===== src/rtl/data_path_wide.sv =====
// data_path_wide: multi-cycle datapath with register file, ALU, PC/IR, flags and a
// single-outstanding data-memory interface. Externally sequenced through load enables
// and mux selects.
//
// Instruction memory is a ROM whose contents come from IMEM_INIT. Word i occupies
// bits [i*IW +: IW]. It is never reset.
//
// Ports:
//   clk, reset (async, active-low)
//   ir_write, pc_write, reg_write, alu_write, flag_write : register load enables
//   mem_start, mem_we                                    : data-memory transaction request
//   alu_sel1, alu_sel2, result_sel, alu_op               : datapath steering
//   opcode, zero, carry, mem_busy                        : status to the controller
//   dmem_req, dmem_we, dmem_addr, dmem_wdata,
//   dmem_rdata, dmem_ack                                 : data-memory bus
//
// Optional feature: define DATA_PATH_WIDE_CARRY_EN to build the carry flag.
// Without it, carry is tied to 0.

package data_path_wide_pkg;
    typedef enum logic [2:0] {
        AluAdd, AluSub, AluAnd, AluOr, AluXor, AluPassA, AluPassB, AluShl
    } alu_operation_t;
    typedef logic [3:0] opcode_t;
endpackage

module data_path_wide
    import data_path_wide_pkg::*;
#(
    parameter int unsigned DATA_WIDTH = 8,
    parameter int unsigned REG_COUNT  = 4,
    parameter int unsigned IMEM_DEPTH = 16,
    parameter logic [IMEM_DEPTH*(4+2*$clog2(REG_COUNT))-1:0] IMEM_INIT = '0
) (
    input  logic                  clk,
    input  logic                  reset,
    input  logic                  ir_write,
    input  logic                  pc_write,
    input  logic                  reg_write,
    input  logic                  alu_write,
    input  logic                  flag_write,
    input  logic                  mem_start,
    input  logic                  mem_we,
    input  logic [1:0]            alu_sel1,
    input  logic [1:0]            alu_sel2,
    input  logic [1:0]            result_sel,
    input  alu_operation_t        alu_op,
    output opcode_t               opcode,
    output logic                  zero,
    output logic                  carry,
    output logic                  mem_busy,
    output logic                  dmem_req,
    output logic                  dmem_we,
    output logic [DATA_WIDTH-1:0] dmem_addr,
    output logic [DATA_WIDTH-1:0] dmem_wdata,
    input  logic [DATA_WIDTH-1:0] dmem_rdata,
    input  logic                  dmem_ack
);
    localparam int unsigned RA_W = $clog2(REG_COUNT);
    localparam int unsigned IW   = 4 + 2 * RA_W;

    typedef enum logic {StIdle, StReq} mem_state_e;

    logic [DATA_WIDTH-1:0] r_pc, r_alu_out, r_mdr;
    logic [IW-1:0]         r_ir;
    logic                  r_zero;
    logic [DATA_WIDTH-1:0] r_rf [REG_COUNT];
    mem_state_e            r_state;
    logic [DATA_WIDTH-1:0] r_dmem_addr, r_dmem_wdata;
    logic                  r_dmem_we;

    logic [RA_W-1:0]       w_rd, w_rs;
    logic [DATA_WIDTH-1:0] w_rd_data, w_rs_data, w_imm_i, w_imm_b;
    logic [DATA_WIDTH-1:0] w_op1, w_op2, w_alu, w_result;
    logic [31:0]           w_imem_idx;
    logic [IW-1:0]         w_fetch;

    // Instruction decode
    assign opcode    = opcode_t'(r_ir[IW-1:IW-4]);
    assign w_rd      = r_ir[2*RA_W-1:RA_W];
    assign w_rs      = r_ir[RA_W-1:0];
    assign w_imm_i   = DATA_WIDTH'(w_rs);
    assign w_imm_b   = DATA_WIDTH'(r_ir[2*RA_W-1:0]);
    assign w_rd_data = r_rf[w_rd];
    assign w_rs_data = r_rf[w_rs];

    // Fetch address wraps on the ROM depth, which need not be a power of two
    assign w_imem_idx = 32'(r_pc) % IMEM_DEPTH;
    assign w_fetch    = IMEM_INIT[w_imem_idx*IW +: IW];

    always_comb begin
        w_op1 = '0;
        case (alu_sel1)
            2'd0: w_op1 = w_rd_data;
            2'd1: w_op1 = w_imm_b;
            2'd2: w_op1 = DATA_WIDTH'(1);
            2'd3: w_op1 = '0;
        endcase
        w_op2 = '0;
        case (alu_sel2)
            2'd0: w_op2 = w_imm_i;
            2'd1: w_op2 = r_pc;
            2'd2: w_op2 = w_rs_data;
            2'd3: w_op2 = '0;
        endcase
    end

    always_comb begin
        w_alu = '0;
        case (alu_op)
            AluAdd:   w_alu = w_op1 + w_op2;
            AluSub:   w_alu = w_op1 - w_op2;
            AluAnd:   w_alu = w_op1 & w_op2;
            AluOr:    w_alu = w_op1 | w_op2;
            AluXor:   w_alu = w_op1 ^ w_op2;
            AluPassA: w_alu = w_op1;
            AluPassB: w_alu = w_op2;
            AluShl:   w_alu = w_op1 << 1;
            default:  w_alu = '0;
        endcase
    end

    always_comb begin
        w_result = '0;
        case (result_sel)
            2'd0: w_result = r_mdr;
            2'd1: w_result = r_alu_out;
            2'd2: w_result = w_alu;
            2'd3: w_result = '0;
        endcase
    end

    // Architectural state; register-file reads above see the pre-edge value
    always_ff @(posedge clk or negedge reset) begin
        if (!reset) begin
            r_pc      <= '0;
            r_ir      <= '0;
            r_alu_out <= '0;
            r_zero    <= 1'b0;
            for (int unsigned i = 0; i < REG_COUNT; i++) r_rf[i] <= '0;
        end else begin
            if (pc_write)   r_pc      <= w_result;
            if (ir_write)   r_ir      <= w_fetch;
            if (alu_write)  r_alu_out <= w_alu;
            if (flag_write) r_zero    <= (w_alu == '0);
            if (reg_write)  r_rf[w_rd] <= w_result;
        end
    end

    assign zero = r_zero;

`ifdef DATA_PATH_WIDE_CARRY_EN
    logic [DATA_WIDTH:0] w_sum;
    logic                r_carry;

    assign w_sum = {1'b0, w_op1} + {1'b0, w_op2};

    always_ff @(posedge clk or negedge reset) begin
        if (!reset) begin
            r_carry <= 1'b0;
        end else if (flag_write) begin
            r_carry <= (alu_op == AluAdd) ? w_sum[DATA_WIDTH] : 1'b0;
        end
    end

    assign carry = r_carry;
`else
    assign carry = 1'b0;
`endif

    // Memory FSM: one transaction at a time; bus fields latched on acceptance
    always_ff @(posedge clk or negedge reset) begin
        if (!reset) begin
            r_state      <= StIdle;
            r_dmem_addr  <= '0;
            r_dmem_wdata <= '0;
            r_dmem_we    <= 1'b0;
            r_mdr        <= '0;
        end else begin
            case (r_state)
                StIdle: begin
                    if (mem_start) begin
                        r_state      <= StReq;
                        r_dmem_addr  <= w_rs_data;
                        r_dmem_wdata <= w_rd_data;
                        r_dmem_we    <= mem_we;
                    end
                end
                StReq: begin
                    // A start coinciding with ack is dropped, not queued
                    if (dmem_ack) begin
                        r_state <= StIdle;
                        if (!r_dmem_we) r_mdr <= dmem_rdata;
                    end
                end
                default: r_state <= StIdle;
            endcase
        end
    end

    assign dmem_req   = (r_state == StReq);
    assign mem_busy   = (r_state == StReq);
    assign dmem_we    = r_dmem_we;
    assign dmem_addr  = r_dmem_addr;
    assign dmem_wdata = r_dmem_wdata;

endmodule


===== config.mk =====
export PLATFORM = sky130hd
export DESIGN_NAME = data_path_wide
export DESIGN_NICKNAME = d
export VERILOG_FILES = /design/src/rtl/data_path_wide.sv
export SDC_FILE = /design/constraint.sdc
export NUM_CORES = 1
export LEC_CHECK = 0
export ABC_AREA = 1
export CAP_MARGIN = 25
export CORE_MARGIN = 3
export CORE_UTILIZATION = 33
export DETAILED_ROUTE_END_ITERATION = 8
export GPL_TIMING_DRIVEN = 0
export PLACE_DENSITY = 0.53
export SLEW_MARGIN = 20
export SYNTH_ARGS = -nofsm -noshare
export SYNTH_HDL_FRONTEND = slang
export SYNTH_SLANG_ARGS = --single-unit

===== constraint.sdc =====
create_clock -name clk -period 2.56 [get_ports clk]
set_clock_uncertainty 0.05 [all_clocks]
set_input_delay 0.512 -clock clk [delete_from_list [all_inputs] [get_ports clk]]
set_output_delay 0.512 -clock clk [all_outputs]
set_load 0.03 [all_outputs]

# After elaboration in Yosys (flattened, before gate mapping)
# Cells that the tools add are included.
# word_totals
input_bits	27
register_bits	83
out_inout_bits	25
# op_classes
n_bitwise	7
reduce_logical	8
mux	16
n_shift	1
n_addsub	2
eq_ne	16
n_lt_le_gt_ge	3
# ops
operator	n
128-bit by 8-bit indexed part select with 8-bit output, first input constant	1
8-bit case mux with 4 select lines	3
8-bit case mux with 8 select lines	1
8-bit 2-to-1 mux	5
8-bit binary-select mux with 2-bit select	2
32-bit bitwise mux	1
8-bit demux with 2-bit select	1
2-bit equality test, second input constant	6
3-bit equality test, second input constant	4
8-bit adder	1
8-bit AND	1
8-bit logical NOT	1
8-bit bitwise OR	1
8-bit subtractor	1
8-bit bitwise XOR	1
2-bit by 1-bit equality test with 1-bit output, second input constant	3
3-bit by 2-bit equality test with 1-bit output, second input constant	2
3-bit >= comparator, second input constant	2
2-bit logical NOT	3
2-bit NOT with 3-bit output	2
3-bit by 1-bit equality test with 1-bit output, second input constant	1
3-bit logical NOT	1
3-bit by 1-bit less-than comparator with 1-bit output, second input constant	1
3-bit AND reduction	1
5 further kinds	7

# Logic depth before layout (Yosys ltp)
# Gate-level depths: netlist (run 1).
# logic_depth
word_depth	9
mapped_depth	22
ltp_nobuf	22

# Worst setup path after synthesis (run 1)
# OpenSTA, ideal clock, no wires.
# synth_path
path_type	input -> register
from	in alu_sel2[0]
to	reg r_zero, in the netlist zero
stages	19
arrival_ns	2.802
path_slack_ns	-0.357
path_buffers	1
path_cell_list	buf_4 -> nor2_2 -> nand2_1 -> nand2_2 -> inv_2 -> ha_1 -> nand2_1 -> o21ai_0 -> fa_1 -> o21ai_0 -> xnor2_1 -> nor2_1 -> nor2_2 -> nand2_1 -> nor2_1 -> nand2_1 -> nor2_1 -> nand3_1 -> nand2_1
# synth_via
elab_chain_len	5
# synth_rtl
item	line_no	source
start: declaration	45	input logic [1:0] alu_sel2,
2-bit equality test (tied with other cells)	100	case (alu_sel2)
8-bit case mux with 4 select lines (*)	100	
8-bit subtractor (tied with other cells)	112	AluSub: w_alu = w_op1 - w_op2;
8-bit case mux with 8 select lines (*)	110	case (alu_op)
8-bit logical NOT (*)	145	if (flag_write) r_zero <= (w_alu == '0);
end signal: assignment	145	
end: declaration	66	logic r_zero;
# Mark *: on every way between the ends. The rest lies on a longest branch, timed or not.
# A chain may end at the register's enable or synchronous reset.

# Worst setup path after layout (run 1)
# layout_path
from	in alu_sel2[1]
to	reg r_rf[29] in the netlist's numbering
# layout_via
elab_chain_len	6
# layout_rtl
item	line_no	source
2-bit equality test (tied with other cells)	100	
8-bit case mux with 4 select lines (*)	100	
8-bit subtractor (tied with other cells)	112	
8-bit case mux with 8 select lines (*)	110	
8-bit case mux with 4 select lines (*)	125	case (result_sel)
32-bit bitwise mux (*)	146	if (reg_write) r_rf[w_rd] <= w_result;
end signal: indexed assignment	146	
end: declaration	67	logic [DATA_WIDTH-1:0] r_rf [REG_COUNT];
# Marked as above.

==> summary.md, run 1 <==
| Metric | Value |
|---|---|
| Layout Cells excl Fill | `660` |
| Syn avg cell area | `roughly 7.3 µm²` |
| Minimum clock period | `2.65 ns` |
| Die Height | `roughly 100 µm` |
| Hold Slack | `between 0.07 and 0.08 ns` |
| Clk root buf | `clkbuf_8` |
| Starting Density | `about a third` |
| Largest net degree at the start of global routing | `29` |
| Clock slew at reported path FFs | `0.08 ns` |
| Drc violations | `0` |
| Drt first pass iters | `5` |
| RSZ-0062 raised after global routing | `true` |
| Post-DP Area | `between 3000 and 4000 µm²` |
| Crit end category | `flip-flop` |
| Antenna diodes | `0` |
| Startpoint Class | `input port` |
| First-pass GRT wire length | `14500 µm` |
| Commonest non-fill, non-tap cell in the layout | `nand2_1` |
| Initial antenna violation count | `0` |
| CTS tree | `yes` |
| GRT overflow | `0` |
| 1st-iter DRT viols | `150` |
| Commonest cells after routing, fill and taps aside | `nand2_1 (114), buf_4 (47), dfrtp_1 (43), inv_1 (39), clkdlybuf4s50_1 (36)` |
| FMAX | `~380 MHz` |
| Placed Cells | `approximately 620` |
| Clock tree buffer depth | `2` |
| Rows | `35` |
| FF+latch count, synth | `43` |
| Sequential element share of the synthesized area | `between 30% and 40%` |
| Slew Viols, Final | `0` |
| Clock Latency Late Sink | `~0.30 ns` |
| Ys async rst share | `100%` |
| TritonCTS buffer count | `5` |
| CP required | `between 2 and 3 ns` |
| DR WL/cell | `13.9 µm` |
| Final period utilization | `104%` |
| Predominant post-synthesis flop cell | `dfrtp_1` |
| IO Pins | `52` |
| Drt via density | `between 4 and 5` |
| Vias | `around 3100` |
| Max H-tree Level | `2` |
| Maxcap violations | `0` |
| Core Box Area | `between 9000 and 10000 µm²` |
| Total Wirelength | `between 9000 and 10000 µm` |
| Final setup margin | `-0.0901 ns` |
| LEAKAGE | `0.00216 µW` |
| Die Area | `about 11000 µm²` |
| Number of nets in the layout | `around 580` |
| Crit Path Class | `in2reg` |
| Post-synth EDFFs | `0` |
| PortBufs | `43` |
| Post-synth cell types | `35` |
| Vias in the first global route | `2977` |
| Max-Slew Margin vs Limit | `around half` |
| Power Dens Cells | `a little over 700 nW/µm²` |
| Final ANT Viol Nets | `0` |
| Crit path max fanout | `6` |
| Failing checks | `setup timing` |
| # setup viols final | `11` |
| Status | `finished, violations left` |
| Maximum vdd drop | `0.360 mV` |
| Cell area after layout | `between 4000 and 5000 µm²` |
| Clock tree sinks | `between 40 and 50` |
| Setup TNS | `-0.498 ns` |
| Cts hold-fix bufs | `0` |
| Die width | `between 100 and 150 µm` |
| Ys Warns | `0` |
| Share of layout cells above drive strength 1 | `28.8%` |
| Syn-to-layout area delta | `40.3%` |
| GRT Overall Usage | `16.2%` |
| Worst-Margin Slew | `about 0.7 ns` |
| Worst path arrival time | `2.78 ns` |
| Syn Inst Count | `442` |
| Worst min path class | `in2async` |
| HPWL after detailed placement | `a little under 7000 µm` |
| Hold Vio Cnt, Final | `0` |
| Cell area after synthesis | `between 3000 and 4000 µm²` |
| RD Place Congestion | `between 0.8 and 0.9` |
| DP Worst Slack | `-1.29 ns` |
where the power goes:
part	leakage [µW]	internal [µW]	switching (µW)	total, µW
sequential	0.000554	865	118	984
clock	0.0000513	286	227	513
combinational	0.00156	779	931	1710
through the flow:
step / util [%] / power [µW]
floorplan: - / 1950
global placement: 41.3 / 2370
detailed placement: 41.5 / 2390
CTS: 46.2 / 3080
global route: 48.1 / 3420
finish: 48.1 / 3210
cell families after synthesis:
kind of cell | synth area share [%]
flops | 33.5
xor+xnor | 2.45
fa+ha+maj | 9.97
mux | 3.50
compound gates | 11.1
simple gates | 28.2
other cells | 0.117
buf+inv | 11.1
routing by layer:
layer  global-route usage, %  vias up  share of wire [%]
li1                        -     1581                  -
met1                    22.0     1422                 46
met2                    27.1       89                 48
met3                    2.72       14                4.5
met4                    3.56        0                1.3
met5                       0        -                  0
what timing repair did:
item,CTS,global route
pin swaps,33,32
resized for setup,64,21
setup endpoints to repair,24,18
setup buffers,22,13
state kept, by name (all words and copies together), names as in the netlist:
signal	cells
dmem_req	1
r_pc	8
dmem_addr	8
r_alu_out	8
zero	1
dmem_we	1
r_mdr	8
r_rf	8
path summary, 6_finish.rpt:
path	from	endpoint	slack (ns)	cells past startpoint
min in group clk	r_pc[7]$_DFFE_PN0P_	r_pc[7]$_DFFE_PN0P_	0.44	2
max in group asynchronous	reset	dmem_req$_DFF_PN0_	1.90	2
worst min register to register	r_pc[7]$_DFFE_PN0P_	r_pc[7]$_DFFE_PN0P_	0.44	2
worst max-delay path	alu_sel2[1]	r_rf[29]$_DFFE_PN0P_	-0.09	22
worst min-delay path	reset	zero$_DFFE_PN0P_	0.07	1
worst max register to register	r_pc[0]$_DFFE_PN0P_	r_rf[29]$_DFFE_PN0P_	-0.06	18
final cells by class:
class	instances	area [µm²]
well taps	129	161
clock buffers	6	72.6
flip-flops and latches	43	1080
multi-input cells	323	2080
plain buffers	19	140
clock inverters	1	30.0
repair buffers	78	706
inverters	61	248
fillers	963	4860
worst max-delay path: stages:
cell and delay (ns):
buf_12 0.10, inv_8 0.04, buf_4 0.13, nand3_2 0.06, nand2_2 0.07, inv_2 0.07
nand2_2 0.06, o21ai_2 0.12, xor2_1 0.18, ha_1 0.30, buf_4 0.16, buf_4 0.14
nand2_2 0.08, nand2_1 0.06, nand2_1 0.05, nand2_1 0.06, xor2_1 0.13, nand2_1 0.10
nand3_2 0.10, nand3_2 0.12, nand2_1 0.08, o21ai_1 0.06
Yosys cell counts (3+ instances only):
| cell type | n | area [µm²] |
|---|---|---|
| nand2_2 | 5 | 31.3 |
| a21oi_1 | 12 | 60.1 |
| clkbuf_1 | 3 | 11.3 |
| mux2_2 | 10 | 113 |
| o22ai_1 | 6 | 37.5 |
| nor2_1 | 36 | 135 |
| xor2_1 | 6 | 52.6 |
| nand2_1 | 126 | 473 |
| inv_2 | 16 | 60.1 |
| xnor2_1 | 3 | 26.3 |
| o211ai_1 | 7 | 52.6 |
| o21ai_1 | 4 | 20.0 |
| nand3_2 | 5 | 50.1 |
| buf_4 | 15 | 113 |
| ha_1 | 24 | 300 |
| o21ai_0 | 29 | 145 |
| inv_1 | 44 | 165 |
| dfrtp_1 | 43 | 1080 |
| nand3_1 | 29 | 145 |
Note: power is estimated with default switching activity, not from simulation.
==> inputs of run 2 (changes only) <==
- REMOVE_ABC_BUFFERS: default -> 1
==> summary.md, run 2 (synthesized netlist as in run 1, its figures left out) <==
| Metric | Value |
|---|---|
| Number of nets in the layout | `561` |
| Die Area | `11000 µm²` |
| First-pass GRT wire length | `approximately 15000 µm` |
| WP buf/inv | `3` |
| Syn-to-layout area delta | `35.5%` |
| Critical R2R Launch | `r_pc[0]$_DFFE_PN0P_` |
| Drc violations | `0` |
| # setup viols final | `15` |
| Slew Viols, Final | `0` |
| Core Box Area | `9370 µm²` |
| CP max-delay cell | `clkdlybuf4s50_1` |
| Failing checks | `setup timing` |
| Worst path arrival time | `2.90 ns` |
| Power Dens Cells | `735 nW/µm²` |
| Clk root buf | `clkbuf_8` |
| Die width | `approximately 100 µm` |
| Area occupied by multi-input gates | `roughly 2000 µm²` |
| Final ANT Viol Nets | `0` |
| Crit end category | `flip-flop` |
| Minimum clock period | `2.72 ns` |
| PortBufs | `45` |
| Startpoint Class | `input port` |
| Largest net degree at the start of global routing | `28` |
| RSZ-0062 raised after global routing | `true` |
| Hold Slack | `0.0697 ns` |
| GRT overflow | `0` |
| Status | `finished, violations left` |
| Total Wirelength | `approximately 8800 µm` |
| Rows | `35` |
| Clock tree sinks | `43` |
| TritonCTS buffer count | `5` |
| Max-Slew Margin vs Limit | `between 40% and 50%` |
| Drt first pass iters | `4` |
| Vias in the first global route | `2904` |
| Starting Density | `between 30% and 40%` |
| Worst min path class | `in2async` |
| LEAKAGE | `0.00207 µW` |
| Maximum vdd drop | `0.302 mV` |
| Clock tree buffer depth | `2` |
| RD Place Congestion | `~0.88` |
| DR WL/cell | `13.8 µm` |
| Drt via density | `~4.7` |
| Initial antenna violation count | `0` |
| Final period utilization | `106%` |
| HPWL after detailed placement | `approximately 6700 µm` |
| Post-DP Area | `3730 µm²` |
| Crit path max fanout | `2` |
| FMAX | `between 300 and 400 MHz` |
| Clock slew at reported path FFs | `0.09 ns` |
| CP required | `approximately 2.7 ns` |
| Cell area after layout | `4350 µm²` |
| Crit Path Class | `in2reg` |
| Slowest stage delay, CP | `0.46 ns` |
| CTS tree | `yes` |
| Fillers | `just under 1000` |
| Commonest non-fill, non-tap cell in the layout | `nand2_1` |
| Commonest cells after routing, fill and taps aside | `nand2_1 (113), dfrtp_1 (43), inv_1 (39), clkdlybuf4s50_1 (38), nor2_1 (32)` |
| 1st-iter DRT viols | `about 150` |
| Worst-Margin Slew | `between 0.7 and 0.8 ns` |
| Final setup margin | `-0.160 ns` |
| R2R cell count | `15` |
| DP Worst Slack | `-1.51 ns` |
| Top delay family on crit path | `compound AO/OA/AOI/OAI gates` |
| Die Height | `between 100 and 150 µm` |
| Hold Vio Cnt, Final | `0` |
| Reg-to-reg setup timing slack | `-0.10 ns` |
| Register Area | `approximately 1100 µm²` |
| R2R Path End | `r_rf[28]$_DFFE_PN0P_` |
| Clock Latency Late Sink | `just over 0.3 ns` |
| Crit-path cells | `clkdlybuf4s50_1, a21oi_4, inv_2, ha_4, fa_2, o21ai_4, xnor2_2, nor2_1, nor2_2, buf_4, o211ai_1, nand2_1, o21ai_1` |
| GRT Overall Usage | `16.4%` |
| IO Pins | `52` |
| Max H-tree Level | `2` |
| Maxcap violations | `0` |
| Antenna diodes | `0` |
| Vias | `just over 3000` |
| Share of layout cells above drive strength 1 | `25.1%` |
| Cts hold-fix bufs | `0` |
[run 2: how the worst max path moves through the flow]
stage / startpoint / endpoint / cells past startpoint
after floorplan: alu_sel2[1] / zero$_DFFE_PN0P_ / 18
after global placement: alu_sel2[1] / zero$_DFFE_PN0P_ / 20
after detailed placement: alu_sel2[1] / zero$_DFFE_PN0P_ / 20
after CTS: alu_sel2[1] / r_rf[28]$_DFFE_PN0P_ / 21
after global routing: alu_sel2[1] / r_rf[29]$_DFFE_PN0P_ / 23
final: alu_sel1[0] / r_rf[28]$_DFFE_PN0P_ / 13
[run 2: worst reg2reg max path, stage by stage (launching register included)]
cell	delay, ns
dfrtp_1	0.39
nand3_1	0.09
nand2_2	0.08
buf_4	0.16
o21ai_1	0.15
xor2_1	0.18
ha_2	0.34
a21oi_4	0.16
o21ai_4	0.09
xnor2_2	0.14
nor2_1	0.12
nor2_2	0.07
buf_4	0.14
o211ai_1	0.25
nand2_1	0.09
o21ai_1	0.09
[run 2: per-layer routing]
metal	share of wire (%)	global-route usage (%)	up-vias
met3	4.3	2.66	14
met5	0	0	-
met2	49	28.1	65
met4	1.5	3.84	0
met1	45	21.6	1423
li1	-	-	1529
[run 2: power breakdown]
group	internal (µW)	switching [µW]
Combinational	729	925
Sequential	864	103
Clock	321	256
[run 2: stage by stage]
stage                     std cells  power (µW)  setup TNS (ns)  util (%)
after floorplan                 427        1850           -2.20         -
after global placement          601        2280          -44.15      39.6
after detailed placement        602        2300          -29.67      39.8
after CTS                       636        3150           -1.55      45.5
after global routing            639        3430           -4.21      46.5
final                           639        3200           -1.49      46.5
[run 2: final cells by class]
type	count	share of cell area, %
clock buffers	6	1.90
clock inverters	2	0.891
inverters	61	5.69
multi-input cells	323	47.1
flip-flops and latches	43	24.7
well taps	129	3.71
repair buffers	75	16.0
[run 2: timing repair]
item                       in CTS  in global routing
hold endpoints to repair        0                  0
setup endpoints to repair      24                 19
gates resized for setup        79                 16
buffers inserted               26                  3
pin swaps                      29                 13
